**src/rtl/psc_frame_receiver.sv**
```systemverilog
// PSC link receive stage: K28.5 comma alignment with a HUNT/VERIFY/LOCKED
// state machine, symbol weight checking, and aligned 10-bit symbol delivery.
module psc_frame_receiver #(
  parameter int VERIFY_GAP = 16,
  parameter int LOSS_LIMIT = 4
) (
  input  logic        clk,
  input  logic        reset,
  input  logic        serial_in,
  output logic [9:0]  symbol_out,
  output logic        symbol_valid,
  output logic        is_comma,
  output logic        code_error,
  output logic        locked,
  output logic [15:0] error_count
);

  typedef enum logic [1:0] {HUNT, VERIFY, LOCKED} state_t;

  state_t      state_q, state_d;
  logic [9:0]  sr_q, sr_d;
  logic [3:0]  bcnt_q, bcnt_d;
  logic [7:0]  gap_q, gap_d;
  logic [3:0]  bad_q, bad_d;
  logic        offc_q, offc_d;
  logic [9:0]  sym_q, sym_d;
  logic        valid_q, valid_d;
  logic        comma_q, comma_d;
  logic        err_q, err_d;
  logic [15:0] ecnt_q, ecnt_d;

  logic        comma_match;
  logic        boundary;
  logic [3:0]  ones;
  logic        weight_ok;
  logic        emit;
  logic        go_hunt;
  logic [3:0]  bad_n;

  assign comma_match = (sr_q == 10'b0011111010) || (sr_q == 10'b1100000101);
  assign boundary    = (bcnt_q == 4'd9);
  assign weight_ok   = (ones >= 4'd4) && (ones <= 4'd6);

  always_comb begin
    ones = 4'd0;
    for (int i = 0; i < 10; i++) begin
      ones = ones + {3'b000, sr_q[i]};
    end
  end

  always_comb begin
    sr_d    = {sr_q[8:0], serial_in};
    state_d = state_q;
    bcnt_d  = boundary ? 4'd0 : bcnt_q + 4'd1;
    gap_d   = gap_q;
    bad_d   = bad_q;
    offc_d  = offc_q;
    sym_d   = sym_q;
    valid_d = 1'b0;
    comma_d = comma_q;
    err_d   = err_q;
    ecnt_d  = ecnt_q;
    emit    = 1'b0;
    go_hunt = 1'b0;
    bad_n   = bad_q;

    unique case (state_q)
      HUNT: begin
        bcnt_d = 4'd0;
        if (comma_match) begin
          state_d = VERIFY;
          gap_d   = 8'd0;
        end
      end
      VERIFY: begin
        if (boundary) begin
          if (comma_match) begin
            state_d = LOCKED;
            emit    = 1'b1;
            bad_d   = 4'd0;
            offc_d  = 1'b0;
          end else if (!weight_ok) begin
            go_hunt = 1'b1;
          end else begin
            gap_d = gap_q + 8'd1;
            if (gap_q + 8'd1 >= 8'(VERIFY_GAP)) go_hunt = 1'b1;
          end
        end else if (comma_match) begin
          go_hunt = 1'b1;
        end
      end
      LOCKED: begin
        // A good symbol only forgives past errors if the phase held since the last boundary.
        if (boundary) begin
          emit   = 1'b1;
          offc_d = 1'b0;
          if (!weight_ok)   bad_n = bad_q + 4'd1;
          else if (!offc_q) bad_n = 4'd0;
        end else if (comma_match) begin
          bad_n  = bad_q + 4'd1;
          offc_d = 1'b1;
        end
        bad_d = bad_n;
        if (bad_n >= 4'(LOSS_LIMIT)) go_hunt = 1'b1;
      end
      default: go_hunt = 1'b1;
    endcase

    if (emit) begin
      sym_d   = sr_q;
      valid_d = 1'b1;
      comma_d = comma_match;
      err_d   = !weight_ok;
      if (!weight_ok && ecnt_q != 16'hFFFF) ecnt_d = ecnt_q + 16'd1;
    end

    if (go_hunt) begin
      state_d = HUNT;
      bcnt_d  = 4'd0;
      gap_d   = 8'd0;
      bad_d   = 4'd0;
      offc_d  = 1'b0;
    end
  end

  always_ff @(posedge clk or posedge reset) begin
    if (reset) begin
      state_q <= HUNT;
      sr_q    <= 10'd0;
      bcnt_q  <= 4'd0;
      gap_q   <= 8'd0;
      bad_q   <= 4'd0;
      offc_q  <= 1'b0;
      sym_q   <= 10'd0;
      valid_q <= 1'b0;
      comma_q <= 1'b0;
      err_q   <= 1'b0;
      ecnt_q  <= 16'd0;
    end else begin
      state_q <= state_d;
      sr_q    <= sr_d;
      bcnt_q  <= bcnt_d;
      gap_q   <= gap_d;
      bad_q   <= bad_d;
      offc_q  <= offc_d;
      sym_q   <= sym_d;
      valid_q <= valid_d;
      comma_q <= comma_d;
      err_q   <= err_d;
      ecnt_q  <= ecnt_d;
    end
  end

  assign symbol_out   = sym_q;
  assign symbol_valid = valid_q;
  assign is_comma     = comma_q;
  assign code_error   = err_q;
  assign locked       = (state_q == LOCKED);
  assign error_count  = ecnt_q;

endmodule

```
**config.mk**
```make
export PLATFORM = sky130hd
export DESIGN_NAME = psc_frame_receiver
export DESIGN_NICKNAME = d
export VERILOG_FILES = /design/src/rtl/psc_frame_receiver.sv
export SDC_FILE = /design/constraint.sdc
export NUM_CORES = 1
export LEC_CHECK = 0
export CORE_MARGIN = 1.5
export CORE_UTILIZATION = 57
export CTS_CLUSTER_DIAMETER = 30
export DETAILED_ROUTE_END_ITERATION = 6
export HOLD_SLACK_MARGIN = 0.15
export PLACE_DENSITY = 0.82
export REMOVE_ABC_BUFFERS = 1
export SYNTH_ARGS = -nofsm -noshare
export SYNTH_HDL_FRONTEND = slang
export SYNTH_SLANG_ARGS = --single-unit
export TNS_END_PERCENT = 10
```
**constraint.sdc**
```tcl
create_clock -name clk -period 6.1 [get_ports clk]
set_clock_uncertainty 0.2 [all_clocks]
set_input_delay 1.22 -clock clk [delete_from_list [all_inputs] [get_ports clk]]
set_output_delay 1.22 -clock clk [all_outputs]
set_load 0.05 [all_outputs]
```
Word level (Yosys, flattened, before mapping)
Index checks and enable logic that the tools add are counted.
{ "totals": {"register_bits": 58, "in_bits": 3, "output_inout_bits": 30, "word_cells": 92} }
{ "classes": {"n_addsub": 13, "magnitude_cmp": 4, "eq_ne": 12, "muxes": 40, "n_reduce_logical": 12} }
{ "op_table": {"columns": ["op", "n"], "rows": [
  ["4-bit 2-to-1 mux", 11],
  ["8-bit 2-to-1 mux", 5],
  ["4-bit by 1-bit adder with 4-bit output", 6],
  ["16-bit by 1-bit adder with 16-bit output (second input constant)", 1],
  ["16-bit != test (second input constant)", 1],
  ["8-bit case mux with 2 select lines", 1],
  ["3-bit != test (second input constant)", 5],
  ["1-bit 2-to-1 mux", 14],
  ["10-bit == test (second input constant)", 1],
  ["10-bit by 8-bit == test with 1-bit output (second input constant)", 1],
  ["4-bit by 1-bit adder with 4-bit output (second input constant)", 2],
  ["8-bit by 1-bit adder with 8-bit output (second input constant)", 1],
  ["4-bit by 3-bit >= comparator with 1-bit output (second input constant)", 2],
  ["8-bit by 5-bit >= comparator with 1-bit output (second input constant)", 1],
  ["2-bit 2-to-1 mux", 4],
  ["4-bit case mux with 2 select lines", 1],
  ["4-bit AND reduction", 2],
  ["3-bit nonzero test", 2],
  ["5-bit AND reduction", 1],
  ["3-bit by 1-bit adder with 4-bit output", 1],
  ["4-bit == test (second input constant)", 1],
  ["4-bit by 3-bit <= comparator with 1-bit output (second input constant)", 1],
  ["4-bit by 1-bit != test with 1-bit output (second input constant)", 1],
  ["1-bit case mux with 2 select lines", 2],
  ["other kinds (12)", 13]
]} }

Depth between registers and ports, before layout
Gate-level depths: netlist (run 1).
{ "depth": {"ltp_word": 19, "mapped_depth": 14, "ltp_nobuf": 13} }

Worst setup path before layout (run 1)
OpenSTA, ideal clock, no wires.
{ "synth_timing": {"kind": "reg2reg", "startpoint": "reg sr_q[5]", "endpoint": "reg bcnt_q[2]", "setup_time_ps": 96, "t_arrival_ps": 4105, "required_ps": 5804, "path_slack_ps": 1700, "stages_incl_launch_ff": 15, "n_path_buf": 1, "synth_period_minus_slack_ps": 4400, "cell_sequence": "dfrtp_1 -> fa_1 -> inv_1 -> fa_1 -> fa_1 -> inv_1 -> ha_1 -> fa_1 -> a211o_1 -> a211oi_2 -> nor3_1 -> nor3_2 -> nand3_2 -> buf_6 -> nor4_2"} }
{ "synth_between": {"elab_chain_cells": 14, "elab_cells_between_ends": 23, "cone_classes": "add/sub (5); order compare (3); eq/ne (2); mux (11); reduce/logical (2)"} }
{ "synth_rtl": {"columns": ["element", "line", "rtl"], "rows": [
  ["start, declared", "21", "logic [9:0] sr_q, sr_d;"],
  ["start signal, assigned", "141", "sr_q <= sr_d;"],
  ["4-bit by 1-bit adder with 4-bit output (5 in series)", "47", "ones = ones + {3'b000, sr_q[i]};"],
  ["4-bit by 3-bit >= comparator with 1-bit output / 4-bit by 3-bit <= comparator with 1-bit output (equally long branches)", "42", "assign weight_ok = (ones >= 4'd4) && (ones <= 4'd6);"],
  ["1-bit logical AND", "42", null],
  ["4-bit 2-to-1 mux", "97", "if (!weight_ok) bad_n = bad_q + 4'd1;"],
  ["4-bit 2-to-1 mux", "94", "if (boundary) begin"],
  ["4-bit 2-to-1 mux", "67", "unique case (state_q)"],
  ["4-bit by 3-bit >= comparator with 1-bit output", "104", "if (bad_n >= 4'(LOSS_LIMIT)) go_hunt = 1'b1;"],
  ["1-bit 2-to-1 mux", "104", null],
  ["1-bit case mux with 3 select lines *", "67", null],
  ["4-bit 2-to-1 mux *", "117", "if (go_hunt) begin"],
  ["net bcnt_d[2]", "22", "logic [3:0] bcnt_q, bcnt_d;"],
  ["end signal, assigned", "142", "bcnt_q <= bcnt_d;"],
  ["end, declared", "22", null]
]} }
The timed path passes the listed nets; every way through them passes the cells marked *. The select of a mux whose other input is x is not followed.
A chain may end at the register's enable or synchronous reset.

Worst setup path in the final report (run 1)
{ "layout_timing": {"startpoint": "reg sr_q[5]", "endpoint": "reg gap_q[4]"} }
{ "layout_between": {"elab_chain_cells": 15, "elab_cells_between_ends": 29, "cone_classes": "add/sub (5); order compare (3); eq/ne (6); mux (11); reduce/logical (4)"} }
{ "layout_rtl": {"columns": ["element", "line", "rtl"], "rows": [
  ["4-bit by 1-bit adder with 4-bit output (5 in series)", "47", null],
  ["4-bit by 3-bit >= comparator with 1-bit output / 4-bit by 3-bit <= comparator with 1-bit output (equally long branches)", "42", null],
  ["1-bit logical AND", "42", null],
  ["4-bit 2-to-1 mux", "97", null],
  ["4-bit 2-to-1 mux", "94", null],
  ["4-bit 2-to-1 mux", "67", null],
  ["4-bit by 3-bit >= comparator with 1-bit output", "104", null],
  ["1-bit 2-to-1 mux", "104", null],
  ["1-bit case mux with 3 select lines", "67", null],
  ["3-bit != test (no line) / 3-bit nonzero test (equally long branches)", null, null],
  ["5-bit AND reduction (no line)", null, null],
  ["end signal, assigned", "143", "gap_q <= gap_d;"],
  ["end, declared", "23", "logic [7:0] gap_q, gap_d;"]
]} }
Parallel ways exist; a longest one is shown, timed or not. The select of a mux whose other input is x is not followed.

==> results of run 1 <==
==> sequential cells by signal (all words and copies together) (netlist names) <==
name and cells:
bcnt_q 4, state_q 2, offc_q 1, symbol_out 10
error_count 16, is_comma 1, sr_q 10, gap_q 8
code_error 1, symbol_valid 1, bad_q 4
==> metrics by stage <==
| step | hold slack (ps) | std cells |
|---|---|---|
| final | 235 | 396 |
| after global routing | 260 | 396 |
| after CTS | 241 | 396 |
| after detailed placement | 227 | 380 |
| after global placement | 211 | 380 |
| after floorplan | 193 | 276 |
==> area by class of cell <==
class | instances | area [um2] | area share
clock buffer | 11 | 141 | 0.0375
clock inverter | 5 | 77.6 | 0.0206
inverter | 21 | 78.8 | 0.0209
multi-input combinational | 197 | 1600 | 0.424
sequential | 58 | 1450 | 0.385
tap | 70 | 87.6 | 0.0232
timing repair buffer | 34 | 335 | 0.0889
==> routing by layer <==
metal,vias up,global-route usage
met5,-,0
met4,0,0.0964
met3,14,0.0635
met2,57,0.375
met1,1124,0.307
li1,1101,-
==> logic make-up (layout without fill, tap and decap cells) <==
group           count (synthesis)  count (layout)  share of synthesized area
simple gates                  106             106                      0.222
flops                          58              58                      0.457
compound gates                 39              39                     0.0914
buf+inv                        27              71                     0.0398
xor+xnor                       21              21                     0.0579
fa+ha+maj                      20              20                     0.0930
mux                            11              11                     0.0390
==> cell usage after synthesis (2+ instances only) <==
cell      instances  share of area
nand3_2           3         0.0095
and4b_1           2         0.0063
o21ai_0           2         0.0032
nor3b_1           2         0.0047
mux2_2           11          0.039
and3_1            5         0.0099
xor2_1           20          0.055
a211oi_1          2         0.0047
buf_6             3          0.011
nor3_2           10          0.032
or3_1             2         0.0039
nor4_1            3         0.0059
ha_1             14          0.055
a21oi_1          11          0.017
nor4b_1           3         0.0083
o211ai_1          2         0.0047
nor2_1           13          0.015
nor4_2            5          0.020
a211o_1           3         0.0083
a21o_1            2         0.0047
a31oi_1           2         0.0039
nand2_1          15          0.018
nand4_1           9          0.018
inv_1            20          0.024
nand3_1          16          0.025
and4_1            3         0.0083
o21a_1            2         0.0047
nor3_1            6         0.0095
dfrtp_1          58           0.46
fa_1              6          0.038
a41oi_1           2         0.0055
==> power by group <==
part	total [W]	switching [W]	leakage (nW)	internal, W
logic	0.000112	0.0000713	0.822	0.0000404
clock network	0.000387	0.000147	0.109	0.000240
registers	0.000396	0.00000650	0.787	0.000389
==> path summary, 6_finish.rpt <==
kind / startpoint / to / cells after the start
setup / recovery: sr_q[5] / gap_q[4] / 13
hold / removal: sr_q[0] / sr_q[1] / 0
setup reg to reg: sr_q[5] / gap_q[4] / 13
hold reg to reg: sr_q[0] / sr_q[1] / 0
max in group asynchronous: reset / error_count[15] / 3
min in group asynchronous: reset / symbol_out[2] / 3
==> worst max-delay path, cell delays in order (launching register included) <==
cell and delay, ps:
dfrtp_1 460, fa_1 560, inv_1 50, fa_1 450, fa_1 490, inv_1 40, ha_1 200, fa_1 380
a211o_1 330, a211oi_2 380, nor3_1 110, nor3_2 410, nand3_2 360, nor4b_1 380
==> impl_metrics.toml, run 1 <==
[logic_synthesis]
ys_ff_latch = 58
synth-edff-count = 0
async_reset_ff_frac = 1.00
synth-main-ff-cell = "dfrtp_1"
yosysSeqAreaShare = 0.457
synthesis.area_um2 = 3180
ys_warn_count = 0
avgSynthCellArea_um2 = 11.3
synth_cells = 282
yosys.cell_types.count = 56

[sta]
fin_setup_tns_ps = 0
slew_headroom = 0.477
grt_setup_unrepaired = "no"
max_freq_mhz = 204
timing.final.crit_share = 0.805
tightestPinTransition_ps = 785
slew_viol_final = 0
finalHoldViolations = 0
fin_crit_ps = 4910
setup_violations = 0
final.setup.worst_slack_ps = 1190

[placed_design]
placed_area_um2 = 3550
port_buffers = 32
dpl.hpwl_mm = 4.35
gp_congestion = 0.973
post-place-ws_ps = 1220

[cells_and_area]
post-route-cell-area_um2 = 3770
layout.nets = 344
syn2layout_area_growth_pct = 18.7
layout_common_cells = "58 x dfrtp_1, 32 x clkdlybuf4s50_1, 20 x xor2_1"
final_util = 0.720
n_fill_cell = 405
layout_commonest_cell = "dfrtp_1"
drive_gt1_frac = 0.169
diodes = 0

[global_routing]
grt_util_all_layers = 0.237
grt-ovfl-total = 0
grt_max_degree = 59
grt_pass1_wl_mm = 11.0
grt_pass1_vias = 2332
antenna_found_initial = 0

[critical_path]
cp-start-kind = "register"
r2r_slack_ps = 1190
critPathMaxFanout = 14
critPathCaptureType = "register"
arrival_ps = 4940
required_ps = 6130
critPathKind = "reg2reg"

[pwr]
total_leakage_power_nw = 1.72
p_per_area_nw_per_um2 = 237
vdd_drop_max_uv = 173
p_total_w = 0.000894

[floorplan]
num_io_pins = 33
core-area_um2 = 5240
dieWidth_um = 77.6
fp.dieH_um = 77.6
start_util = 0.606
rows = 26
die_area_um2 = 6030

[route]
drtPass1Iterations = 4
wl_met3_um = 275
drc = 0
wl_met1_mm = 2.79
route.top_layer_used = "met4"
wl_met2_mm = 3.08
vias_per_cell = 5.80
vias = 2296
wire_per_inst_um = 15.9
drt-total-wl_mm = 6.29
drt-initial-drc-count = 184
antenna_left = 0

[clock_network]
cts_num_sinks = 58
htreeDepth = 3
clk_pin_slew_ps = 60
clk_latency_ps = 340
post_cts_resized = 0
cts_buffers = 9
cts.hold.buffers_added = 0
clk_path_buf_depth = 2
cts_tree = "built"
cts_root_buf = "clkbuf_8"
post_cts_buffers = 0

[run]
drv_cap = 0

[outcome]
status = "complete, no violations"

[worst_hold_path]
hold_path.class = "reg2reg"
No activity file was read; power rests on OpenSTA's default activity.
==> inputs of run 2 (changes only) <==
- CORE_UTILIZATION: 57 -> 51
- PLACE_DENSITY: 0.82 -> 0.78
- clock period: 6.1 -> 4.4 ns (I/O delays scaled with it)
==> run 2 against run 1 <==
The flow now finishes with violations (negative setup slack). Sequential cell count unchanged. Register-to-register slack worse by 1200 ps. Final cell count up 7.8%. Clock power up 12%. Global-route usage up 0.22 points. Via count up 6.3%. First-iteration DRC count up 13%. Sequential share of layout area down 3.0 points. Worst setup slack worse by 1200 ps. Die area up 11%. Fmax up 11%. Combinational power up 130%. Highest routed layer unchanged.
==> impl_metrics.toml, run 2 (synthesis gave the netlist of run 1 again) <==
[outcome]
status = "finished with violations"
violations = "negative setup slack"

[clock_network]
cts_buffers = 9
cts_root_buf = "clkbuf_8"
cts_tree = "built"
htreeDepth = 3
clk_pin_slew_ps = 70
clk_latency_ps = 340
cts.hold.buffers_added = 0
cts_num_sinks = 58
clk_path_buf_depth = 2

[cells_and_area]
largest_reg_flops = 16
layout_common_cells = "58 x dfrtp_1, 32 x clkdlybuf4s50_1, 23 x buf_4"
layout.nets = 370
final_util = 0.686
diodes = 0
drive_gt1_frac = 0.281
layout_commonest_cell = "dfrtp_1"
syn2layout_area_growth_pct = 28.6
n_fill_cell = 438
post-route-cell-area_um2 = 4090

[critical_path]
critPathKind = "reg2reg"
cp_cell_sequence = "fa_1, inv_1, fa_1, fa_1, inv_2, ha_4, fa_2, a211o_1, buf_6, a211oi_4, o2111a_1, nor3_2, buf_4, a41oi_2, buf_4, a31oi_1"
worst-path-buf-inv = 5
arrival_ps = 4450
required_ps = 4410
slowest_delay_ps = 540
cp-start-kind = "register"
critPathMaxFanout = 5
cpMostUsedCell = "fa_1"
path_delay_family = "adder cells"
critPathCaptureType = "register"
crit_slowest_cell = "fa_1"

[sta]
final.setup.worst_slack_ps = -31.4
max_freq_mhz = 226
finalHoldViolations = 0
fin_setup_tns_ps = -75.3
grt_setup_unrepaired = "yes"
tightestPinTransition_ps = 850
timing.final.crit_share = 1.01
slew_headroom = 0.433
fin_crit_ps = 4430
setup_violations = 3
slew_viol_final = 0

[placed_design]
port_buffers = 32
dpl.hpwl_mm = 4.78
post-place-ws_ps = -228
gp_congestion = 0.879
placed_area_um2 = 3730

[route]
vias = 2440
drtPass1Iterations = 4
drt-initial-drc-count = 207
wire_per_inst_um = 16.6
drt-total-wl_mm = 7.09
vias_per_cell = 5.71
drc = 0
antenna_left = 0

[global_routing]
grt_pass1_vias = 2544
grt-ovfl-total = 0
grt_max_degree = 42
grt_pass1_wl_mm = 12.1
antenna_found_initial = 0
grt_util_all_layers = 0.239

[floorplan]
fp.dieH_um = 81.9
dieWidth_um = 81.9
start_util = 0.533
num_io_pins = 33
die_area_um2 = 6710
core-area_um2 = 5960
rows = 28

[pwr]
total_leakage_power_nw = 1.84
p_total_w = 0.00124
vdd_drop_max_uv = 235
p_per_area_nw_per_um2 = 304

[run]
drv_cap = 0

[worst_hold_path]
hold_path.class = "reg2reg"
-- run 2: cell type report --
| type | instances | area (um2) | area share |
|---|---|---|---|
| Multi-Input combinational cell | 197 | 1730 | 0.424 |
| Sequential cell | 58 | 1450 | 0.355 |
| Timing Repair Buffer | 60 | 558 | 0.137 |
| Clock buffer | 11 | 141 | 0.0346 |
| Tap cell | 75 | 93.8 | 0.0230 |
| Inverter | 21 | 78.8 | 0.0193 |
| Clock inverter | 5 | 30.0 | 0.00735 |
-- run 2: per-stage QoR --
stage | hold WS [ps] | instances
after floorplan | 193 | 276
after global placement | 225 | 407
after detailed placement | 236 | 407
after CTS | 252 | 424
after global routing | 274 | 427
final | 259 | 427
-- run 2: timing repair --
| item | in CTS | in global routing |
|---|---|---|
| hold endpoints to repair | 0 | 0 |
| pin swaps | 5 | 3 |
| resized for setup | 12 | 18 |
| setup buffers | 1 | 3 |
| setup endpoints to repair | 19 | 20 |
-- run 2: power by group --
group	internal [W]	switching, W
Combinational	0.000117	0.000143
Clock	0.000216	0.000218
Sequential	0.000539	0.00000781
Total	0.000872	0.000369
-- run 2: layer usage --
| metal | vias to the layer above | global-route usage | wire, um |
|---|---|---|---|
| li1 | 1152 | - | - |
| met1 | 1208 | 0.300 | 3200 |
| met2 | 64 | 0.401 | 3480 |
| met3 | 16 | 0.0433 | 271 |
| met4 | 0 | 0.107 | 141 |
| met5 | - | 0 | 0 |
-- run 2: path summary, 6_finish.rpt --
kind | start | to | slack (ps) | cells past startpoint
worst max register to register | sr_q[5] | bad_q[0] | -30 | 16
max in group asynchronous | reset | offc_q | 2380 | 3
worst max-delay path | sr_q[5] | bad_q[0] | -30 | 16
worst min-delay path | sr_q[8] | sr_q[9] | 260 | 0
worst min register to register | sr_q[8] | sr_q[9] | 260 | 0
min in group asynchronous | reset | symbol_out[4] | 830 | 2
==> inputs of run 3 (changes only) <==
- CAP_MARGIN: not set -> 10
==> results of run 3 <==
The final DEF is identical to that of run 2; final timing and power are the same.
